<file path="src/rtl/rr_decoder_arbiter.sv">
// Round-robin arbiter that owns a shared 1-to-4 decoder path.
// Two-state FSM (idle/grant) with registered outputs; the last owner gets
// lowest priority next round.
// Optional macro ARB_TIMEOUT_EN adds a hold counter that forces release after
// HOLD_MAX grant cycles and pulses timeout; without it timeout is tied low.
module rr_decoder_arbiter #(
  parameter int unsigned HOLD_MAX = 8
) (
  input  logic       clk,
  input  logic       rst_n,
  input  logic [3:0] req,
  input  logic       done,
  output logic [1:0] sel,
  output logic [3:0] grant,
  output logic       busy,
  output logic       timeout
);

  typedef enum logic [0:0] {StIdle, StGrant} state_e;

  state_e     r_state, w_state_d;
  logic [1:0] r_ptr, w_ptr_d;
  logic [1:0] r_sel, w_sel_d;
  logic [3:0] r_grant, w_grant_d;
  logic       r_busy, w_busy_d;
  logic       r_timeout, w_timeout_d;
  logic [1:0] w_winner;
  logic [1:0] w_idx;
  logic       w_found;
  logic       w_expire;
  logic       w_release;

  // Reject out-of-range hold lengths at elaboration.
  if (HOLD_MAX < 2 || HOLD_MAX > 255) begin : g_bad_hold_max
    $error("HOLD_MAX must be in 2..255");
  end

`ifdef ARB_TIMEOUT_EN
  localparam logic [7:0] HoldLast = 8'(HOLD_MAX - 1);

  logic [7:0] r_hold_cnt, w_hold_cnt_d;

  // Counter is 0 in the first grant cycle, so it reads HOLD_MAX-1 in the last allowed one.
  assign w_expire = (r_state == StGrant) && (r_hold_cnt == HoldLast);

  // Hold counter next state: count while granted, clear otherwise.
  always_comb begin
    w_hold_cnt_d = '0;
    if (r_state == StGrant && !w_release) begin
      w_hold_cnt_d = r_hold_cnt + 8'd1;
    end
  end

  // Hold counter register.
  always_ff @(posedge clk or negedge rst_n) begin
    if (!rst_n) begin
      r_hold_cnt <= '0;
    end else begin
      r_hold_cnt <= w_hold_cnt_d;
    end
  end
`else
  assign w_expire = 1'b0;
`endif

  assign w_release = done | ~req[r_sel] | w_expire;

  // Winner: first set request scanning upward from r_ptr with wrap.
  always_comb begin
    w_winner = r_ptr;
    w_found  = 1'b0;
    w_idx    = r_ptr;
    for (int i = 0; i < 4; i++) begin
      w_idx = r_ptr + 2'(i);
      if (!w_found && req[w_idx]) begin
        w_winner = w_idx;
        w_found  = 1'b1;
      end
    end
  end

  // FSM next state and registered-output next values.
  always_comb begin
    w_state_d   = r_state;
    w_ptr_d     = r_ptr;
    w_sel_d     = r_sel;
    w_grant_d   = r_grant;
    w_busy_d    = r_busy;
    w_timeout_d = 1'b0;
    unique case (r_state)
      StIdle: begin
        // done is ignored here; sel keeps its last value.
        w_grant_d = 4'b0000;
        w_busy_d  = 1'b0;
        if (|req) begin
          w_state_d = StGrant;
          w_sel_d   = w_winner;
          w_grant_d = 4'b0001 << w_winner;
          w_busy_d  = 1'b1;
        end
      end
      StGrant: begin
        // Release always returns to idle, so a re-request costs one dead cycle.
        if (w_release) begin
          w_state_d   = StIdle;
          w_grant_d   = 4'b0000;
          w_busy_d    = 1'b0;
          w_ptr_d     = r_sel + 2'd1;
          w_timeout_d = w_expire & ~done & req[r_sel];
        end
      end
      default: begin
        w_state_d = StIdle;
        w_grant_d = 4'b0000;
        w_busy_d  = 1'b0;
      end
    endcase
  end

  // State and output registers.
  always_ff @(posedge clk or negedge rst_n) begin
    if (!rst_n) begin
      r_state   <= StIdle;
      r_ptr     <= 2'b00;
      r_sel     <= 2'b00;
      r_grant   <= 4'b0000;
      r_busy    <= 1'b0;
      r_timeout <= 1'b0;
    end else begin
      r_state   <= w_state_d;
      r_ptr     <= w_ptr_d;
      r_sel     <= w_sel_d;
      r_grant   <= w_grant_d;
      r_busy    <= w_busy_d;
      r_timeout <= w_timeout_d;
    end
  end

  assign sel     = r_sel;
  assign grant   = r_grant;
  assign busy    = r_busy;
  assign timeout = r_timeout;

endmodule

</file>
<file path="config.mk">
export PLATFORM = sky130hd
export DESIGN_NAME = rr_decoder_arbiter
export DESIGN_NICKNAME = d
export VERILOG_FILES = /design/src/rtl/rr_decoder_arbiter.sv
export SDC_FILE = /design/constraint.sdc
export NUM_CORES = 1
export LEC_CHECK = 0
export ABC_AREA = 0
export BUFFER_PORTS_ARGS = -buffer_cell sky130_fd_sc_hd__buf_2
export CORE_AREA = 2 2 39 41
export CTS_BUF_LIST = sky130_fd_sc_hd__clkbuf_8 sky130_fd_sc_hd__clkbuf_16
export CTS_CLUSTER_DIAMETER = 80
export DETAILED_ROUTE_END_ITERATION = 8
export DIE_AREA = 0 0 41 43
export GPL_TIMING_DRIVEN = 0
export PLACE_DENSITY_LB_ADDON = 0.3
export SYNTH_ARGS = -nofsm -noshare
export SYNTH_HDL_FRONTEND = slang
export SYNTH_SLANG_ARGS = --single-unit
</file>
<file path="constraint.sdc">
create_clock -name clk -period 1.7 [get_ports clk]
set_input_delay 0 -clock clk [delete_from_list [all_inputs] [get_ports clk]]
set_output_delay 0 -clock clk [all_outputs]
set_load 0.02 [all_outputs]
</file>
==> summary.md <==
| Metric | Value |
|---|---|
| Initial antenna violation count | 0 |
| Syn Inst Count | 50 |
| Seq/Total Area, Yosys | 46.30% |
| Slowest stage delay, CP | 540 ps |
| Layout cells sized above 1 | 35.29% |
| Buf/Inv on CP | 0 |
| Post-route setup slack | 193.7 ps |
| Resized cells post-CTS | 0 |
| Setup Viol. Count Final | 0 |
| CTS tree | built |
| Area of the multi-input gates | 279.0 µm² |
| FMAX | ~0.66 GHz |
| Dpl ws | 168.7 ps |
| H-tree Lvls | 1 |
| First-pass GRT wire length | 1.642 mm |
| Total wire length | 1.064 mm |
| Crit-path cells | mux4_2, nand2b_2, nor2_2, a22o_1 |
| Post-CTS Hold Fix Bufs | 1 |
| CP Data Required Time | about 1800 ps |
| CTS root buf | clkbuf_8 |
| Outcome | finished, final reports clean |
| Vias in the first global route | 384 |
| FFs w/ async S/R, synth | 100.0% |
| R2r startpoint | sel[0] |
| Effective utilization at floorplan | 39.06% |
| Reg2Reg Depth | 4 |
| Max Clock Skew | 1.307 ps |
| Initial DRC count | 11 |
| Dpl cell area | around 630 µm² |
| Max VDD drop | between 0.0007 and 0.0008 V |
| Period Utilization, post-route | 88.61% |
| GP Congestion | 0.7258 |
| Vias | 448 |
| Area growth, synth to finish | 27.78% |
| # Post-CTS Setup Buffers | 0 |
| Clock share of power | 23.2% |
| Synth cell types | 29 |
| Cell family with most CP delay | multiplexers |
| Mapped Nets | 57 |
| Largest net degree at the start of global routing | 11 |
| Max-slew violation count | 0 |
| Register area | 250.2 µm² |
| Die Y-Extent | about 43 µm |
| Switching part of the total | between 30% and 40% |
| Max Cap Viol | 0 |
| Hold crit path type | in -> async |
| Synth Warn # | 0 |
| Minimum clock period | 1506 ps |
| Worst path slowest cell | mux4_2 |
| P_sw | between 400 and 500 µW |
| Crit. End Element | flip-flop |
| Reg-to-Reg End | grant[3] |
| Clock slew at reported path FFs | around 50 ps |
| Register share of total power | 36.0% |
| Crit Path Max Fanout | 6 |
| WP data arrival | ~1600 ps |
| Worst setup path category | reg -> reg |
| Global route overflow | 0 |
| Clock Latency Late Sink | 240 ps |
| CTS max path bufs | 2 |
| R2r setup slk | approximately 190 ps |
| Drt wl/cell | 12.67 µm |
| Synth Cell Area | 540.5 µm² |
| Comb pwr share | 40.9% |
| Int Pwr | between 700 and 800 µW |
| CTS sink cnt | 10 |
| Startpoint class of the critical path | flip-flop |
| I/O Buffers | 13 |
| EDFF count, synth | 0 |
| First-pass iteration count of the detailed router | 2 |
| Pwr/cell area | 1852 nW/µm² |
| Top_reg_cell synth | dfrtp_1 |
| DRC | 0 |
| RSZ-0062 raised after global routing | false |
| Synth Area per Inst | 10.81 µm² |
| Post-synthesis register bit count | 10 |
| Io pins | 15 |
| Filler cells | 128 |
| Post-DR vias/cell | 5.333 |
| Setup total negative slack | 0 ps |
| Std-Cell Rows | 14 |
| Global Route Usage Sum | between 10 and 15% |
| # diodes | 0 |
| Chip Width | 41 µm |
| Leak | 0.3205 nW |
| Post-route cell area | 690.7 µm² |
| Final Hold Violating Endpoints | 0 |
| Core region area | between 1000 and 1500 µm² |
| Die area | roughly 1800 µm² |
| TritonCTS Buffers | 3 |
| Antenna-violating nets left | 0 |
| Final Net Count | 76 |
==> worst register-to-register path, delay by kind of cell, from the launching register on <==
kind	cells	cell delay, ps
mux	1	540
simple gates	2	200
compound gates	1	230
flops	1	430
==> power by group through the flow <==
stage / Clock, mW / Sequential, mW / Combinational, mW
4_1_cts: 0.307 / 0.464 / 0.529
3_3_place_gp: 0 / 0.459 / 0.516
6_report: 0.296 / 0.460 / 0.523
5_1_grt: 0.321 / 0.480 / 0.575
3_5_place_dp: 0 / 0.467 / 0.525
2_1_floorplan: 0 / 0.533 / 0.296
==> synth_stat cells, types with 2 or more instances <==
| library cell | number | area share, % |
|---|---|---|
| dfrtp_1 | 10 | 46 |
| a21oi_1 | 5 | 4.6 |
| nor2b_1 | 3 | 3.5 |
| a22o_1 | 2 | 3.2 |
| nand2_1 | 2 | 1.4 |
| nor2_1 | 2 | 1.4 |
| o21ai_0 | 2 | 1.9 |
| o2bb2ai_1 | 2 | 3.2 |
| or2_1 | 2 | 2.3 |
==> routing by layer <==
layer  vias to the layer above  share of wire (%)  global-route usage (%)
li1                        220                  -                       -
met1                       214                 51                   20.55
met2                        12                 42                   18.13
met3                         2                4.2                   3.141
met4                         0                2.4                   12.00
met5                         -                  0                       0
==> cell type report <==
cell class	instances	share of cell area, %
buffer	1	1.087
timing repair buffer	14	10.87
clock buffer	4	7.971
multi-input combinational	38	40.40
inverter	1	0.5435
sequential	10	36.23
tap	16	2.899
==> flip-flops by register name, summed over array words and instances (netlist names) <==
| name | count |
|---|---|
| r_state | 1 |
| grant | 4 |
| busy | 1 |
| sel | 2 |
| r_ptr | 2 |
==> layout by cell type (no fill, tap or decap), types with 2 or more instances in the layout <==
| master | count |
|---|---|
| nor2b_1 | 3 |
| o2bb2ai_1 | 2 |
| nand2_1 | 2 |
| or2_1 | 2 |
| nor2_1 | 2 |
| a21oi_1 | 5 |
| dfrtp_1 | 10 |
| o21ai_0 | 2 |
| buf_2 | 13 |
| clkbuf_8 | 4 |
| a22o_1 | 2 |
==> logic make-up (layout without fill, tap and decap cells) <==
kind of cell,after synthesis,after routing,synth area share [%]
AOI/OAI and AO/OA,18,18,24.08
xor gates and xnor gates,1,1,1.621
buffers and inverters,2,20,2.083
DFF,10,10,46.30
muxes,2,2,6.250
other,1,1,0.6938
and+or+nand+nor,16,16,18.99
==> stage by stage <==
stage	utilization (%)	power (mW)	hold slack, ps	cells
floorplan	-	0.8290	-295.6	50
global placement	45.21	0.9747	-129.4	79
detailed placement	45.21	0.9915	-126.5	79
CTS	49.91	1.299	151.0	84
global route	49.91	1.375	172.3	84
finish	49.91	1.279	149.1	84
==> worst max path at each step <==
stage                 from       end  depth (start not counted)
floorplan           sel[0]  grant[3]                          4
global placement    sel[0]  grant[3]                          4
detailed placement  sel[0]  grant[3]                          4
CTS                 sel[0]  grant[3]                          4
global route        sel[0]  grant[3]                          4
finish              sel[0]  grant[3]                          4
Power figures use the tool's default switching activity.
